===== src/rtl/tdm_demux_1to4.sv =====
// tdm_demux_1to4: receive side of a 4-slot TDM link.
// Locks onto the frame_sync marker at slot 0, flywheels through up to
// MISS_MAX-1 missing markers, and steers beats into four channel outputs.
// A completed frame is presented on y0..y3 with a one-cycle frame_valid.
// Optional build macro TDM_FRAME_CNT_EN adds a 16-bit completed-frame counter.
module tdm_demux_1to4 #(
  parameter int WIDTH    = 8,
  parameter int MISS_MAX = 2
) (
  input  logic             clk,
  input  logic             rst_n,
  input  logic [WIDTH-1:0] din,
  input  logic             din_valid,
  input  logic             frame_sync,
  output logic [WIDTH-1:0] y0,
  output logic [WIDTH-1:0] y1,
  output logic [WIDTH-1:0] y2,
  output logic [WIDTH-1:0] y3,
  output logic             frame_valid,
  output logic             locked,
  output logic             sync_err,
`ifdef TDM_FRAME_CNT_EN
  output logic [15:0]      frame_cnt,
`endif
  output logic [1:0]       slot
);

  typedef enum logic {
    HUNT   = 1'b0,
    LOCKED = 1'b1
  } state_t;

  // Threshold widened to match the miss counter plus one.
  localparam logic [3:0] MISS_LIM = 4'(MISS_MAX);

  state_t           state;
  logic [2:0]       miss_cnt;
  logic [WIDTH-1:0] shadow0;
  logic [WIDTH-1:0] shadow1;
  logic [WIDTH-1:0] shadow2;
  logic             miss_ok;

  // A missing marker is tolerated while the run of misses stays below MISS_MAX.
  assign miss_ok = (({1'b0, miss_cnt} + 4'd1) < MISS_LIM);

  // Slot tracking, frame assembly and all registered outputs.
  always_ff @(posedge clk or negedge rst_n) begin
    if (!rst_n) begin
      state       <= HUNT;
      miss_cnt    <= 3'd0;
      shadow0     <= '0;
      shadow1     <= '0;
      shadow2     <= '0;
      y0          <= '0;
      y1          <= '0;
      y2          <= '0;
      y3          <= '0;
      frame_valid <= 1'b0;
      locked      <= 1'b0;
      sync_err    <= 1'b0;
      slot        <= 2'd0;
`ifdef TDM_FRAME_CNT_EN
      frame_cnt   <= 16'd0;
`endif
    end else begin
      frame_valid <= 1'b0;
      sync_err    <= 1'b0;
      if (din_valid) begin
        case (state)
          HUNT: begin
            if (frame_sync) begin
              shadow0  <= din;
              slot     <= 2'd1;
              miss_cnt <= 3'd0;
              state    <= LOCKED;
              locked   <= 1'b1;
            end
          end
          LOCKED: begin
            if (slot == 2'd0) begin
              if (frame_sync) begin
                shadow0  <= din;
                miss_cnt <= 3'd0;
                slot     <= 2'd1;
              end else if (miss_ok) begin
                // Flywheel: assume the marker was lost, keep the beat as slot 0.
                shadow0  <= din;
                miss_cnt <= miss_cnt + 3'd1;
                slot     <= 2'd1;
              end else begin
                state    <= HUNT;
                locked   <= 1'b0;
                slot     <= 2'd0;
                miss_cnt <= 3'd0;
              end
            end else if (frame_sync) begin
              // Marker in the wrong slot: drop the partial frame and realign.
              sync_err <= 1'b1;
              shadow0  <= din;
              slot     <= 2'd1;
              miss_cnt <= 3'd0;
            end else begin
              case (slot)
                2'd1:    shadow1 <= din;
                2'd2:    shadow2 <= din;
                default: begin
                  y0          <= shadow0;
                  y1          <= shadow1;
                  y2          <= shadow2;
                  y3          <= din;
                  frame_valid <= 1'b1;
`ifdef TDM_FRAME_CNT_EN
                  frame_cnt   <= frame_cnt + 16'd1;
`endif
                end
              endcase
              slot <= slot + 2'd1;
            end
          end
          default: begin
            state  <= HUNT;
            locked <= 1'b0;
            slot   <= 2'd0;
          end
        endcase
      end
    end
  end

endmodule


===== config.mk =====
export PLATFORM = sky130hd
export DESIGN_NAME = tdm_demux_1to4
export DESIGN_NICKNAME = d
export VERILOG_FILES = /design/src/rtl/tdm_demux_1to4.sv
export SDC_FILE = /design/constraint.sdc
export NUM_CORES = 1
export LEC_CHECK = 0
export ABC_AREA = 1
export CORE_ASPECT_RATIO = 0.75
export CORE_MARGIN = 5
export CORE_UTILIZATION = 55
export DETAILED_ROUTE_END_ITERATION = 6
export PLACE_DENSITY = 0.84
export RECOVER_POWER = 25
export SLEW_MARGIN = 20
export SYNTH_ARGS = -nofsm -noshare
export SYNTH_HDL_FRONTEND = slang
export SYNTH_SLANG_ARGS = --single-unit

===== constraint.sdc =====
create_clock -name clk -period 4 [get_ports clk]
set_input_delay 0.6 -clock clk [delete_from_list [all_inputs] [get_ports clk]]
set_output_delay 0.6 -clock clk [all_outputs]
set_load 0.005 [all_outputs]

After elaboration in Yosys (flattened, before gate mapping) --
Index checks and enable logic that the tools add are counted.
Operators by class: $add $sub $neg 3, magnitude comparators 1, eq/ne operators 7, multiplexer cells 34, bitwise gates (word level) 4, reduce and logical (&&, ||, !) cells 8
Operators by type and width (count):
- two-way mux 8 bit | 4
- AND reduction 5 bit | 4
- two-way mux 1 bit | 18
- one-hot mux 8 bit (2 select lines) | 1
- two-way mux 3 bit | 4
- two-way mux 2 bit | 3
- != test 2 bit, second input constant | 3
- one-hot mux 3 bit (2 select lines) | 1
- adder 3 x 1 -> 4 bit, second input constant | 1
- < comparator 4 x 2 -> 1 bit, second input constant | 1
- != test 4 bit, second input constant | 1
- NOT 1 bit | 4
- one-hot mux 1 bit (2 select lines) | 2
- one-hot mux 2 bit (2 select lines) | 1
- AND reduction 2 bit | 2
- adder 3 x 1 -> 3 bit, second input constant | 1
- adder 2 x 1 -> 2 bit, second input constant | 1
- equality test 2 x 1 -> 1 bit, second input constant | 1
- equality test 2 bit, second input constant | 1
- logical NOT 2 bit | 1
- != test 2 x 1 -> 1 bit, second input constant | 1
- OR reduction 2 bit | 1
Word-level totals: bits in registers 65, bits of input ports 12, output and inout bits 37, logic and storage cells 70

Depth between registers and ports, before layout --
Gate-level depths: netlist of the first run.
depth in word-level cells 7, gate-level depth with buffers 9, depth with buffers taken out 8

Worst setup path before layout of the first run --
No wires, ideal clock.
kind reg2reg, start reg slot[0], end reg shadow1[0], arrival 1.374 ns, data required time 3.877 ns, setup slack 2.502 ns, cell stages (with the launch flop) 9, path buffers 2, clock period less this slack 1.498 ns, cell sequence dfrtp_1 > inv_1 > ha_1 > buf_6 > nor2_4 > nand3_4 > clkbuf_2 > o21ai_0 > nand2_1
Between the ends: longest elaborated chain between the ends 3, elaborated cells between the ends (all ways) 4, classes of those cells 1 x eq/ne; 1 x bitwise; 2 x reduce/logical
Ends and longest elaborated chain:
- from (decl) | line 25 | output logic [1:0] slot
- from (signal assigned) | line 117 | slot <= slot + 2'd1;
- logical NOT 2 bit | line 80 | if (slot == 2'd0) begin
- NOT 1 bit (no source line)
- AND reduction 5 bit (no source line) *
- to (signal assigned) | line 104 | 2'd1: shadow1 <= din;
- to (decl) | line 39 | logic [WIDTH-1:0] shadow1;
Mark *: on every way between the ends. The rest lies on a longest branch, timed or not. A chain may end at the register's enable or synchronous reset.

==> impl_metrics.csv, run 1 <==
group,metric,value,unit
synth,synth.most_common_cell,"nand2_1",
worst_setup_path,cp.required,3960,ps
synth,yosys_warnings,0,
synth,netlist_top_cells_count,"123 x nand2_1, 65 x dfrtp_1, 50 x o21ai_0",
worst_setup_path,r2r-end,"y0[4]",
power_and_ir_drop,power,2400,µW
detailed_routing,dr.pass1.iters,4,
worst_setup_path,crit_cells,1,
cells_and_area,area_growth,23.6,%
worst_setup_path,cp_slowest_cell,"clkbuf_1",
die,die_x,92.1,µm
synth,async_flop_share,100,%
detailed_routing,drt_wl_total,6090,µm
worst_setup_path,path_cells,"clkbuf_1",
synth,synth_compound_area_share,10.3,%
clock_tree,clockRootBuffer,"clkbuf_8",
cells_and_area,final_util,70.2,%
synth,synth_edf_count,0,
timing,tns,0,ps
grt,grt_max_degree,53,
clock_tree,cts.repair.resized,0,
die,chipHeight,71.6,µm
timing,fin_crit_sh,57.9,%
synth,syn_nets,318,
timing,clock_skew,7.14,ps
synth,yosysSeqAreaShare,58.5,%
detailed_routing,drc_errors,0,
synth,ys_seq_elements,65,
worst_setup_path,crit_family,"buffers and inverters",
synth,yosysTopAreaCell,"dfrtp_1",
cells_and_area,stdcell_area,0.00344,mm²
clock_tree,clock_path_buffers,2,
synth,synthTopCellsByArea,"dfrtp_1 58%, nand2_1 17%, o21ai_0 9.0%, ha_1 2.7%, buf_6 2.0%",
timing,rsz0062_at_grt,"no",
worst_setup_path,endpoint_kind,"async pin",
synth,yosysUniqueCellTypes,23,
synth,synth-simple-area-share,23.3,%
grt,grt_pass1_vias,2183,
worst_setup_path,crit_arrival,2270,ps
clock_tree,insertion_delay,340,ps
place,placed_cell_area,0.00324,mm²
power_and_ir_drop,peakVddDrop,0.000343,V
timing,tightest_slew,2360,ps
die,coreArea,0.00490,mm²
worst_setup_path,critPathCapture,"locked",
worst_setup_path,rr_startpoint,"slot[0]",
worst_setup_path,crit_path_start_kind,"primary input",
timing,setup_viol,0,
worst_setup_path,worst_path_largest_cell_delay,1650,ps
min_path,hold_class,"flip-flop to flip-flop",
outcome,outcome,"complete, but fails checks",
grt,antenna_found_initial,0,
clock_tree,clock-sinks,65,
synth,avgSynthCellArea,9.27,µm²
synth,mappedNetlistArea,0.00278,mm²
cells_and_area,nets,365,
clock_tree,cts_buffers,9,
worst_setup_path,crit_path_start,"rst_n",
synth,synth.top_cell.area_share,58.5,%
detailed_routing,drtAntennaViolNets,0,
synth,ys.flop_type,"dfrtp_1",
worst_setup_path,worstRegToRegCells,7,
die,floorplan.initialDensity,56.8,%
grt,overflow,0,
cells_and_area,drive_gt1_share,6.84,%
grt,use_met3,5.67,%
cells_and_area,num-fill-cells,405,
grt,top_usage_layer,"met2",
grt,met1_usage,26.4,%
worst_setup_path,worstSetupPathType,"primary input to async pin",
grt,met2_usage,32.4,%
worst_setup_path,crit_buf_inv,1,
timing,max_clock_freq,432,MHz
outcome,violations,"max-capacitance violations, max-slew violations",
place,io_buffers,48,
detailed_routing,wl_per_cell,14.8,µm
cells_and_area,insertedDiodeCount,0,
detailed_routing,drt-initial-drc-count,204,
synth,synthMuxAreaShare,0,%
clock_tree,cts_tree,"yes",
job,max-cap-violations,1,
detailed_routing,vias,2196,
clock_tree,cts_hold_buf,0,
clock_tree,post_cts_buffers,0,
power_and_ir_drop,power.density,699,mW/mm²
synth,synthCells,300,
die,dieArea,0.00659,mm²
worst_setup_path,r2r_slack,1730,ps
timing,hold_viol,0,
place,dp_hpwl,4010,µm
place,gp_congestion,0.813,
die,boundaryPins,49,
grt,grt_pass1_wl,10300,µm
synth,synth_xor_area_share,0,%
clock_tree,cts.clk_slew.worst_paths,60,ps
grt,grt_usage,20.1,%
worst_setup_path,crit_fanout,45,
synth,synth_top_family_by_area,"simple AND/OR/NAND/NOR gates",
die,rows,22,
timing,period_needed,2320,ps
detailed_routing,viasPerCell,5.34,
power_and_ir_drop,p_leak,0.00172,µW
timing,finalMaxSlewViolations,46,
synth,synthAdderAreaFrac,2.70,%
clock_tree,cts_max_level,3,
timing,slew_headroom,-57.3,%
==> routing by layer <==
| layer | routed length (µm) | vias to the layer above |
|---|---|---|
| li1 | - | 1064 |
| met1 | 2780 | 1082 |
| met2 | 2940 | 42 |
| met3 | 301 | 8 |
| met4 | 70 | 0 |
| met5 | 0 | - |
==> how the worst min path moves through the flow <==
stage | startpoint | end | slack [ps] | depth (start not counted)
2_1_floorplan | rst_n | frame_valid | 300 | 0
3_3_place_gp | shadow1[2] | y1[2] | 460 | 2
3_5_place_dp | shadow2[3] | y2[3] | 460 | 2
4_1_cts | rst_n | y1[2] | 440 | 1
5_1_grt | shadow1[7] | y1[7] | 500 | 2
6_report | shadow1[6] | y1[6] | 470 | 2
==> report_power, final <==
group | switching [µW] | internal (µW) | leakage, µW
registers | 132 | 908 | 0.000830
logic | 417 | 390 | 0.000784
clock network | 240 | 316 | 0.000102
total | 789 | 1610 | 0.00172
==> flip-flops by register name, indices dropped and copies added, names as in the netlist <==
name / count
sync_err: 1
shadow1: 8
shadow2: 8
shadow0: 8
slot: 2
y3: 8
frame_valid: 1
y2: 8
miss_cnt: 3
y1: 8
y0: 8
state: 1
locked: 1
==> layout by cell type (no fill, tap or decap), types with 2 or more instances in the layout <==
cell type and n:
clkinv_2 2, inv_1 13, ha_1 6, clkbuf_1 2
nor2_1 5, nand3_1 11, nor2_8 2, dfrtp_1 65
clkdlybuf4s50_1 47, nor2_4 2, o21ai_0 50, clkbuf_8 11
nand2_1 123
==> through the flow <==
step	setup WS, ps	cells	hold slack, ps
2_1_floorplan	2500	300	304
3_3_place_gp	1500	396	456
3_5_place_dp	1450	396	459
4_1_cts	1720	411	439
5_1_grt	1240	411	502
6_report	1680	411	471
==> cells by family after synthesis <==
family | after synthesis
compound gates | 54
fa+ha+maj | 6
buf+inv | 26
flops | 65
simple gates | 149
==> layout make-up <==
cell class	instances	area (µm²)	share of cell area, %
Timing Repair Buffer	49	482	14.0
Sequential cell	65	1630	47.3
Inverter	13	48.8	1.42
Clock buffer	12	155	4.51
Tap cell	60	75.1	2.18
Multi-Input combinational cell	209	1010	29.4
Clock inverter	3	40.0	1.16
Power figures use the tool's default switching activity.
==> inputs of run 2 (changes only) <==
--- a/config.mk
+++ b/config.mk
@@ -8,9 +8,9 @@
 export ABC_AREA = 1
 export CORE_ASPECT_RATIO = 0.75
 export CORE_MARGIN = 5
-export CORE_UTILIZATION = 55
+export CORE_UTILIZATION = 47
 export DETAILED_ROUTE_END_ITERATION = 6
-export PLACE_DENSITY = 0.84
+export PLACE_DENSITY = 0.76
 export RECOVER_POWER = 25
 export SLEW_MARGIN = 20
 export SYNTH_ARGS = -nofsm -noshare
==> constraint.sdc (replaced) <==
create_clock -name clk -period 2.1 [get_ports clk]
set_input_delay 0.315 -clock clk [delete_from_list [all_inputs] [get_ports clk]]
set_output_delay 0.315 -clock clk [all_outputs]
set_load 0.005 [all_outputs]
==> run 2 against run 1 <==
The flow now finishes without violations. Critical path depth grew 6. Highest routed layer unchanged. Critical path type is now flip-flop to flip-flop. Critical endpoint is now shadow1[6]. Core utilization fell by 8.2 points. Sequential share of layout area down 1.8 points. Sequential cell count is the same. Count of clock-buffer cells in the layout stayed put. Largest cell class unchanged. First-iteration DRC count fell by 42%.
==> impl_metrics.csv, run 2 (synthesized netlist as in run 1, its figures left out) <==
group,metric,value,unit
detailed_routing,drtAntennaViolNets,0,
clock_tree,post_cts_buffers,0,
power_and_ir_drop,p_leak,0.00177,µW
power_and_ir_drop,power.density,1320,mW/mm²
timing,finalMaxSlewViolations,0,
place,placed_cell_area,0.00335,mm²
grt,grt_max_degree,29,
timing,rsz0062_at_grt,"no",
detailed_routing,drt-initial-drc-count,119,
job,max-cap-violations,0,
die,coreArea,0.00577,mm²
min_path,hold_start,"shadow2[1]",
power_and_ir_drop,comb_power_share,34.3,%
die,die_x,98.8,µm
cells_and_area,regArea,0.00163,mm²
worst_setup_path,crit_fanout,18,
clock_tree,cts.repair.resized,0,
cells_and_area,insertedDiodeCount,0,
timing,max_clock_freq,554,MHz
power_and_ir_drop,peakVddDrop,0.000683,V
grt,overflow,0,
detailed_routing,vias,2177,
worst_setup_path,path_cells,"inv_1 -> ha_1 -> nor2_4 -> nand3_4 -> buf_4 -> o21ai_0 -> nand2_1",
clock_tree,cts.clk_slew.worst_paths,70,ps
clock_tree,cts_max_level,3,
cells_and_area,final_common_cell,"nand2_1",
grt,antenna_found_initial,0,
timing,period_needed,1800,ps
worst_setup_path,crit_family,"simple AND/OR/NAND/NOR gates",
die,boundaryPins,49,
power_and_ir_drop,p_clk_share,23.7,%
cells_and_area,nets,374,
power_and_ir_drop,p_sw,1520,µW
min_path,hold_class,"flip-flop to flip-flop",
die,dieArea,0.00757,mm²
grt,grt_usage,17.6,%
die,chipHeight,76.6,µm
place,dp_hpwl,4270,µm
cells_and_area,num-fill-cells,493,
worst_setup_path,worstSetupPathType,"flip-flop to flip-flop",
clock_tree,insertion_delay,340,ps
worst_setup_path,worst_path_largest_cell_delay,400,ps
clock_tree,cts_tree,"yes",
clock_tree,cts_hold_buf,1,
worst_setup_path,rr_startpoint,"slot[0]",
clock_tree,clock-sinks,65,
timing,clock_skew,4.55,ps
timing,slew_headroom,16.2,%
worst_setup_path,cp_slowest_cell,"dfrtp_1",
clock_tree,clock_path_buffers,2,
detailed_routing,viasPerCell,4.96,
timing,hold_ws,471,ps
worst_setup_path,crit_buf_inv,2,
cells_and_area,area_growth,28.4,%
worst_setup_path,cp.required,2320,ps
clock_tree,cts_buffers,9,
grt,grt_pass1_vias,2268,
cells_and_area,drive_gt1_share,9.42,%
timing,tightest_slew,1260,ps
worst_setup_path,endpoint_kind,"flip-flop",
cells_and_area,layout_common_cells,"123 x nand2_1, 65 x dfrtp_1, 50 x o21ai_0, 47 x clkdlybuf4s50_1, 13 x inv_1",
die,floorplan.initialDensity,48.2,%
clock_tree,clockRootBuffer,"clkbuf_8",
place,io_buffers,48,
detailed_routing,drc_errors,0,
grt,grt_pass1_wl,10600,µm
worst_setup_path,crit_arrival,2030,ps
timing,fin_crit_sh,85.9,%
cells_and_area,stdcell_area,0.00357,mm²
power_and_ir_drop,p_int,3180,µW
timing,hold_viol,0,
power_and_ir_drop,swShare,32.3,%
place,gp_congestion,0.820,
worst_setup_path,crit_path_start_kind,"flip-flop",
cells_and_area,multi_input_area,0.00101,mm²
timing,setup_viol,0,
die,rows,24,
worst_setup_path,crit_path_start,"slot[0]",
outcome,outcome,"complete, no violations",
detailed_routing,drt_wl_total,6110,µm
detailed_routing,wl_per_cell,13.9,µm
detailed_routing,dr.pass1.iters,5,
timing,tns,0,ps
power_and_ir_drop,pwr-share-seq,42.0,%
run 2: cell types whose count changed in the layout (fill, tap and decap cells not counted):
| cell | before | now |
|---|---|---|
| buf_12 | 0 | 2 |
| buf_4 | 1 | 5 |
| clkinvlp_4 | 0 | 2 |
| clkbuf_2 | 0 | 2 |
| clkbuf_1 | 2 | 1 |
| clkbuf_8 | 11 | 12 |
| clkinv_2 | 2 | 1 |
| dlygate4sd3_1 | 0 | 1 |
run 2: worst paths after layout:
check / end / slack, ps / depth (start not counted)
worst min-delay path: y2[1] / 470 / 2
max in group asynchronous: y3[0] / 340 / 3
worst max register to register: shadow1[6] / 300 / 7
worst max-delay path: shadow1[6] / 300 / 7
worst min register to register: y2[1] / 470 / 2
min in group asynchronous: y0[3] / 760 / 2
run 2: per-stage QoR:
stage	worst slack (ps)	utilization [%]	total power (µW)	cells
3_5_place_dp	221	58.1	3620	422
3_3_place_gp	303	58.1	3560	422
6_report	296	61.9	4700	439
4_1_cts	252	62.0	4760	439
5_1_grt	66.9	61.9	5050	439
2_1_floorplan	602	-	2740	300
run 2: cell type report:
| cell class | count | share of cell area [%] |
|---|---|---|
| well taps | 78 | 2.73 |
| clock buffers | 12 | 4.63 |
| multi-input cells | 209 | 28.3 |
| clock inverters | 4 | 1.40 |
| flip-flops and latches | 65 | 45.6 |
| repair buffers | 58 | 16.0 |
| inverters | 13 | 1.37 |
run 2: power by group through the flow:
stage	combinational [µW]	sequential, µW	clock [µW]
detailed placement	1630	1990	0
global route	1820	2030	1210
global placement	1570	1980	0
CTS	1640	1980	1150
finish	1610	1970	1110
floorplan	767	1980	0
run 2: per-layer routing:
layer	track usage [%]	vias to the layer above	share of wire, %
met4	5.59	0	1.3
li1	-	1077	-
met1	21.9	1048	44
met2	28.2	46	48
met3	7.04	6	6.5
met5	0	-	0
run 2: worst min-delay path: stages (launching register included):
cell and delay, ps:
dfrtp_1 340, nand2_1 50, nand2_1 50
